`config.mk`:
```
export PLATFORM = sky130hd
export DESIGN_NAME = round_sat_pipe
export DESIGN_NICKNAME = d
export VERILOG_FILES = /design/src/rtl/round_sat_pipe.sv
export SDC_FILE = /design/constraint.sdc
export NUM_CORES = 1
export LEC_CHECK = 0
export BUFFER_PORTS_ARGS = -buffer_cell sky130_fd_sc_hd__buf_2
export CAP_MARGIN = 25
export CORE_MARGIN = 5
export CORE_UTILIZATION = 51
export CTS_CLUSTER_DIAMETER = 100
export DETAILED_ROUTE_END_ITERATION = 10
export PLACE_DENSITY_LB_ADDON = 0.2
export REMOVE_ABC_BUFFERS = 1
export SYNTH_ARGS = -nofsm -noshare
export SYNTH_HDL_FRONTEND = slang
export SYNTH_SLANG_ARGS = --single-unit
```
`constraint.sdc`:
```
create_clock -name clk -period 1.9 [get_ports clk]
set_clock_uncertainty 0.05 [all_clocks]
set_input_delay 0.38 -clock clk [delete_from_list [all_inputs] [get_ports clk]]
set_output_delay 0.38 -clock clk [all_outputs]
set_load 0.02 [all_outputs]
```
`src/rtl/round_sat_pipe.sv`:
```
// Elastic two-stage rounding quantizer: drops NBITS LSBs with a per-word
// rounding mode, narrows to DIN-NBITS bits and saturates on rounding carry.
module round_sat_pipe #(
  parameter int DIN = 16,
  parameter int NBITS = 0,
  parameter int SIGNED = 0,
  parameter int CNT_W = 16,
  localparam int DOUT = DIN - NBITS
) (
  input  logic             clk,
  input  logic             rst,
  input  logic [DIN-1:0]   din_data,
  input  logic             din_valid,
  output logic             din_ready,
  input  logic [1:0]       mode,
  output logic [DOUT-1:0]  dout_data,
  output logic             dout_valid,
  input  logic             dout_ready,
  input  logic             sat_clr,
  output logic [CNT_W-1:0] sat_cnt
);

  // Streams transfer a word on a rising edge where valid && ready; a producer
  // never lowers valid or changes data while waiting, and valid never looks
  // at ready.

  localparam int HSH = (NBITS > 0) ? NBITS - 1 : 0;
  localparam logic [DIN:0] ONE = (DIN+1)'(1);
  localparam logic [DIN:0] H = (NBITS > 0) ? (ONE << HSH) : '0;
  localparam logic [DOUT-1:0] UMAX = '1;
  localparam logic [DOUT-1:0] SMAX = ~(DOUT'(1) << (DOUT - 1));
  localparam logic [DOUT-1:0] MAXV = (SIGNED != 0) ? SMAX : UMAX;

  logic            s1_valid;
  logic [DOUT:0]   s1_q;
  logic            s2_sat;
  logic            s1_rdy;
  logic            s2_rdy;
  logic [DIN:0]    ext;
  logic [DIN:0]    inc;
  logic [DIN:0]    sum;
  logic [DOUT:0]   q_next;
  logic            k;
  logic            msb;
  logic            ovf;

  assign s2_rdy    = !dout_valid || dout_ready;
  assign s1_rdy    = !s1_valid || s2_rdy;
  assign din_ready = s1_rdy;

  always_comb begin
    msb = din_data[DIN-1];
    k   = din_data[NBITS];
    ext = {(SIGNED != 0) ? msb : 1'b0, din_data};
    inc = '0;
    if (NBITS > 0) begin
      case (mode)
        2'd1:    inc = H;
        2'd2:    inc = H - ONE + {{DIN{1'b0}}, k};
        2'd3:    inc = ((SIGNED != 0) && msb) ? H - ONE : H;
        default: inc = '0;
      endcase
    end
    sum    = ext + inc;
    q_next = (DOUT+1)'(sum >> NBITS);
  end

  // inc is never negative, so only the positive limit can be crossed.
  always_comb begin
    if (SIGNED != 0) ovf = !s1_q[DOUT] && s1_q[DOUT-1];
    else             ovf = s1_q[DOUT];
  end

  always_ff @(posedge clk or negedge rst) begin
    if (!rst) begin
      s1_valid   <= 1'b0;
      s1_q       <= '0;
      dout_valid <= 1'b0;
      dout_data  <= '0;
      s2_sat     <= 1'b0;
      sat_cnt    <= '0;
    end else begin
      if (s1_rdy) begin
        s1_valid <= din_valid;
        if (din_valid) s1_q <= q_next;
      end
      if (s2_rdy) begin
        dout_valid <= s1_valid;
        if (s1_valid) begin
          dout_data <= ovf ? MAXV : s1_q[DOUT-1:0];
          s2_sat    <= ovf;
        end
      end
      if (sat_clr)
        sat_cnt <= '0;
      else if (dout_valid && dout_ready && s2_sat && (sat_cnt != '1))
        sat_cnt <= sat_cnt + 1'b1;
    end
  end

endmodule

```
Word-level counts from Yosys, hierarchy flattened --
Index checks and enable logic that the tools add are counted.
Operators by class: shifts and indexed selects 0, divide/modulo/power cells 0, magnitude comparators 0, multiply operators 0, eq/ne operators 0, mux-type cells 1, bitwise gates (word level) 0, reduce and logical (&&, ||, !) cells 6, add/subtract/negate cells 0
Operators by type and width (number):
- 2-to-1 mux 16 bit | 1
- AND reduction 2 bit | 2
- zero test 1 bit | 2
- logical OR 1 bit | 2
Storage, ports and cells: RAM bits 0, latch bits 0, output and inout port bits 34, register bits 50, input bits 23, word-level logic and storage cells 12, memories kept 0, bits in read-only memories 0

Depth between registers and ports, before layout --
Gate-level depths: netlist (run 1).
word-level depth 4, depth in mapped cells 4, gate-level depth less buffers 3

Worst setup path after synthesis (run 1) --
No wires, ideal clock.
path kind reg-to-reg, start point register dout_valid, end point register s1_q[10], slack 0.447 ns, library setup time 0.125 ns, clock period less this slack 1.453 ns, cell stages (with the launch flop) 5, required time 1.725 ns, data arrival time 1.279 ns, buffers on the path 1, path through dfrtp_1 > nand3b_4 > nand2_4 > buf_6 > mux2_2
On the way: word-level cells in the longest chain between the ends 4
RTL lines:
- from (decl) | RTL line 17 | output logic dout_valid,
- from (signal assigned) | RTL line 88 | dout_valid <= s1_valid;
- zero test 1 bit | RTL line 47 | assign s2_rdy = !dout_valid || dout_ready;
- logical OR 1 bit | RTL line 47
- logical OR 1 bit | RTL line 48 | assign s1_rdy = !s1_valid || s2_rdy;
- via din_ready | RTL line 14 | output logic din_ready,
- AND reduction 2 bit (no line)
- to (signal assigned) | RTL line 85 | if (din_valid) s1_q <= q_next;
- to (decl) | RTL line 35 | logic [DOUT:0] s1_q;
The timed path passes the listed nets, and every way through them passes these cells. A chain may end at the register's enable or synchronous reset.

Worst setup path in the final report (run 1) --
start point register dout_valid, end point output port din_ready
On the way: word-level cells in the longest chain between the ends 3
RTL lines (RTL line):
- zero test 1 bit | 47
- logical OR 1 bit | 47
- logical OR 1 bit | 48
- to (decl) | 14
Every way passes these cells.

==> results.json, run 1 <==
{
  "p_leak_nw": 0.786,
  "wl_per_cell_um": 13.6,
  "antenna_found_initial": 0,
  "track_usage_pct": 12.8,
  "crit_arrival_ns": 1.05,
  "cts_sinks": 34,
  "ys_warn_count": 0,
  "cts_buffers": 5,
  "start_util_pct": 52.3,
  "crit_path_end_kind": "primary output",
  "rsz0062_at_grt": "no",
  "dp.cells": 156,
  "hpwl_mm": 1.62,
  "maxCapViolations": 0,
  "ios": 57,
  "cts_tree": "built",
  "place_ws_ns": 0.326,
  "startpoint_type": "flop",
  "irDropWorstVdd_v": 0.000764,
  "yosys.area.top_type_share_pct": 60.1,
  "grt_max_degree": 35,
  "die_w_um": 62.7,
  "worstPathRequired_ns": 1.47,
  "synth_cells": 91,
  "drt-total-wl_mm": 2.23,
  "area_growth_syn_to_layout_pct": 14.0,
  "grt-ovfl-total": 0,
  "syn_area_um2": 1420,
  "synth_cell_types": 10,
  "globalplace.congestion": 0.691,
  "cts_buffer_depth": 2,
  "hold_path.class": "primary input to asynchronous set/reset pin",
  "crit_start": "dout_valid",
  "p_total_mw": 1.80,
  "num_vias": 775,
  "min_period_ns": 1.48,
  "fp.dieArea_um2": 3930,
  "synthArstFlopShare_pct": 100,
  "clock_latency_ns": 0.33,
  "crit_fanout": 3,
  "final_layout_size_suffix_gt1_share_pct": 60.2,
  "grt_pass1_wl_mm": 3.89,
  "drc_errors": 0,
  "crit_type": "flop to primary output",
  "layout.nets": 155,
  "power_density_nw_per_um2": 1120,
  "drtIter0Drc": 30,
  "coreArea_um2": 2710,
  "post_cts.repair.setup_buffers": 0,
  "synth_most_common_cell": "dfrtp_1",
  "final-max-slew-violation-count": 0,
  "worst_pin_slew_ns": 0.732,
  "synthTopCellsByCount": "dfrtp_1 (34), mux2_2 (32), buf_4 (16)",
  "antenna_left": 0,
  "syn_area_per_cell_um2": 15.6,
  "ys.flop_type": "dfrtp_1",
  "setup_viol": 0,
  "holdBufCountCts": 0,
  "synth-seq-area-share_pct": 60.1,
  "slew_headroom_pct": 51.2,
  "fmax_mhz": 674,
  "fill_cells": 257,
  "n_antenna_cell": 0,
  "grt_pass1_vias": 834,
  "clockRootBuffer": "clkbuf_4",
  "rows": 19,
  "report.final.hold_viol_count": 0,
  "setup_tns_ns": 0,
  "stdcell_count": 164,
  "io_buffers": 37,
  "die_y_um": 62.7,
  "yosys.area.top_type": "dfrtp_1",
  "synth-seq-cells": 34,
  "synth.area.top_cells": "dfrtp_1 (60%), mux2_2 (25%), buf_4 (8.5%)",
  "status": "completed",
  "synth-edff-count": 0,
  "cts_max_level": 2,
  "fin_crit_sh_pct": 78.1,
  "path_clk_slew_ns": 0.10,
  "timing.rr.start": "dout_valid",
  "cts_resized": 0,
  "finalWorstSetupSlack_ns": 0.416,
  "viasPerCell": 4.73,
  "drt_first_pass_iters": 2
}
critical path: stages, from the launching register on:
cell and delay [ns]:
dfrtp_1 0.44, nand3b_4 0.12, buf_2 0.17
worst paths after layout:
kind	slack, ns	end	cells past startpoint
setup / recovery	0.42	din_ready	2
hold / removal	0.05	s1_valid	1
setup reg to reg	0.50	dout_data[12]	3
hold reg to reg	0.46	dout_data[0]	1
max in group asynchronous	1.28	dout_data[3]	1
min in group clk	0.23	s1_q[4]	2
stage by stage:
| stage | hold slack [ns] | cell area [µm²] | utilization [%] |
|---|---|---|---|
| after floorplan | 0.0344 | 1330 | - |
| after global placement | 0.419 | 1550 | 57.3 |
| after detailed placement | 0.438 | 1550 | 57.3 |
| after CTS | 0.0662 | 1610 | 59.6 |
| after global routing | 0.105 | 1610 | 59.6 |
| final | 0.0465 | 1610 | 59.6 |
cells in the final DEF (no fill, tap or decap):
| cell | n |
|---|---|
| nand3b_4 | 1 |
| clkinv_2 | 1 |
| clkbuf_4 | 5 |
| nand2b_1 | 2 |
| clkbuf_1 | 1 |
| conb_1 | 16 |
| nand2_4 | 1 |
| nand2_2 | 1 |
| mux2_2 | 32 |
| clkbuf_8 | 1 |
| buf_2 | 37 |
| nand2b_2 | 1 |
| dfrtp_1 | 34 |
area by class of cell:
class / count / area, µm² / area share, %
well taps: 31 / 38.8 / 2.40
flip-flops and latches: 34 / 851 / 52.7
repair buffers: 37 / 185 / 11.5
clock buffers: 7 / 55.1 / 3.41
clock inverters: 1 / 5.00 / 0.310
multi-input cells: 54 / 479 / 29.7
cell families (layout without fill, tap and decap cells):
family / count (synthesis) / in the layout / synth area share [%]
muxes: 32 / 32 / 25.4
buffers and inverters: 18 / 45 / 10.1
DFF: 34 / 34 / 60.1
other: 1 / 16 / 0.265
and+or+nand+nor: 6 / 6 / 4.15
registers in the layout, indices dropped and copies added, names as in the netlist:
name and flops:
s1_q 16, dout_valid 1, dout_data 16, s1_valid 1
metal layers:
metal  global-route usage, %  up-vias  routed length, µm
met3                    6.65        7                224
met4                    6.37        0                 36
met1                    14.0      377                869
met2                    20.2       32               1100
met5                       0        -                  0
li1                        -      359                  -
power breakdown:
group | switching, mW | total [mW] | leakage [nW] | internal [mW]
combinational | 0.263 | 0.465 | 0.355 | 0.202
sequential | 0.0651 | 0.931 | 0.395 | 0.866
clock | 0.228 | 0.408 | 0.0353 | 0.179
total | 0.557 | 1.80 | 0.786 | 1.25
No activity file was read; power rests on OpenSTA's default activity.
==> run 2, diff against run 1 <==
- CORE_UTILIZATION: 51 -> 42
- clock period: 1.9 -> 1.2 ns (I/O delays scaled with it)
==> results.json, run 2 (synthesis gave the netlist of run 1 again) <==
{
  "io_buffers": 37,
  "min_period_ns": 1.30,
  "finalWorstSetupSlack_ns": -0.0970,
  "die_y_um": 68.1,
  "cts_sinks": 34,
  "worstHoldStart": "din_data[8]",
  "power_density_nw_per_um2": 1660,
  "hpwl_mm": 1.75,
  "die_w_um": 68.1,
  "final_common_cell": "dfrtp_1",
  "globalplace.congestion": 0.617,
  "p_sw_mw": 0.935,
  "reg_top3": "dout_data: 16 flops, s1_q: 16 flops",
  "grt_pass1_wl_mm": 3.77,
  "whs_endpoint": "s1_q[8]",
  "crit_fanout": 8,
  "grt-ovfl-total": 0,
  "rsz0062_at_grt": "yes",
  "setup_tns_ns": -2.51,
  "area_growth_syn_to_layout_pct": 33.6,
  "cts_tree": "built",
  "sw_frac_of_total_pct": 29.7,
  "layout.nets": 165,
  "cp_slowest_cell": "dfrtp_1",
  "maxCapViolations": 0,
  "setup_viol": 33,
  "startpoint_type": "flop",
  "grt_max_degree": 17,
  "start_util_pct": 42.8,
  "hold_depth": 2,
  "irDropWorstVdd_v": 0.000965,
  "place_ws_ns": -0.0990,
  "grt_pass1_vias": 834,
  "fmax_mhz": 771,
  "drt_first_pass_iters": 2,
  "crit_type": "flop to flop",
  "r2r_slack_ns": -0.1,
  "track_usage_pct": 11.7,
  "p_leak_nw": 0.894,
  "antenna_found_initial": 0,
  "internal-power_mw": 2.21,
  "final_cell_mix": "dfrtp_1 (33), mux2_2 (31), buf_2 (19), buf_6 (18), conb_1 (16)",
  "crit_path_end_kind": "flop",
  "clockRootBuffer": "clkbuf_4",
  "timing.hold.ws_ns": 0.0908,
  "path_clk_slew_ns": 0.10,
  "dp.cells": 175,
  "cts_buffer_depth": 2,
  "crit_arrival_ns": 1.45,
  "coreArea_um2": 3310,
  "status": "finished with violations",
  "r2r_cells": 4,
  "crit_buf_inv": 1,
  "antenna_left": 0,
  "fp.dieArea_um2": 4630,
  "cts_buffers": 5,
  "crit_family": "flip-flops",
  "path_cells": "nand3b_4 > buf_4 > nand2_8 > mux2_2",
  "clock_latency_ns": 0.32,
  "slowest_delay_ns": 0.41,
  "drc_errors": 0,
  "fin_crit_sh_pct": 108,
  "n_antenna_cell": 0,
  "rows": 21,
  "drt-total-wl_mm": 2.59,
  "worstPathRequired_ns": 1.36,
  "num_vias": 823,
  "ios": 57,
  "power_frac_seq_pct": 48.1,
  "report.final.hold_viol_count": 0,
  "wl_per_cell_um": 13.7,
  "final_layout_size_suffix_gt1_share_pct": 62.9,
  "viasPerCell": 4.35,
  "drtIter0Drc": 12,
  "final-max-slew-violation-count": 0,
  "p_comb_share_pct": 32.0,
  "worstReg2RegEnd": "s1_q[14]",
  "clkPwrFrac_pct": 19.9,
  "stdcell_count": 189,
  "hold_path.class": "primary input to flop",
  "violations": "negative setup slack",
  "cts_max_level": 2,
  "timing.rr.start": "s1_valid"
}
-- run 2: layout make-up --
cell class / instances / area, µm²
fillers: 291 / 1420
flip-flops and latches: 34 / 852
multi-input cells: 55 / 517
repair buffers: 46 / 405
well taps: 46 / 57.6
clock buffers: 7 / 55.1
clock inverters: 1 / 5.00
-- run 2: worst max path at each step --
| stage | start | end | depth (start not counted) |
|---|---|---|---|
| detailed placement | dout_ready | dout_data[12] | 5 |
| finish | s1_valid | s1_q[14] | 4 |
| CTS | dout_valid | din_ready | 2 |
| global route | s1_valid | din_ready | 2 |
| floorplan | dout_valid | s1_q[0] | 3 |
| global placement | dout_ready | dout_data[15] | 5 |
-- run 2: timing repair --
action,4_1_cts,5_1_grt
gates resized for setup,3,38
setup buffers,1,3
gates cloned,0,1
hold buffers,1,0
endpoints found under the hold margin,11,0
endpoints found under the setup margin,34,50
pin swaps,0,1
-- run 2: routing by layer --
| layer | global-route usage (%) | up-vias | wire (µm) |
|---|---|---|---|
| li1 | - | 383 | - |
| met1 | 12.6 | 404 | 1000 |
| met2 | 18.4 | 34 | 1360 |
| met3 | 6.73 | 2 | 210 |
| met4 | 5.96 | 0 | 19 |
| met5 | 0 | - | 0 |
-- run 2: power by group through the flow --
stage	Sequential [mW]	Clock [mW]	Combinational, mW
after detailed placement	1.50	0	0.790
after floorplan	1.67	0	0.308
after global placement	1.49	0	0.773
after CTS	1.48	0.673	0.806
final	1.51	0.627	1.01
after global routing	1.55	0.723	1.08
-- run 2: metrics by stage --
stage,utilization (%),area (µm²),total power [mW]
finish,57.1,1890,3.15
global route,57.1,1890,3.35
CTS,52.2,1730,2.96
detailed placement,49.5,1640,2.29
global placement,49.5,1640,2.26
floorplan,-,1330,1.98
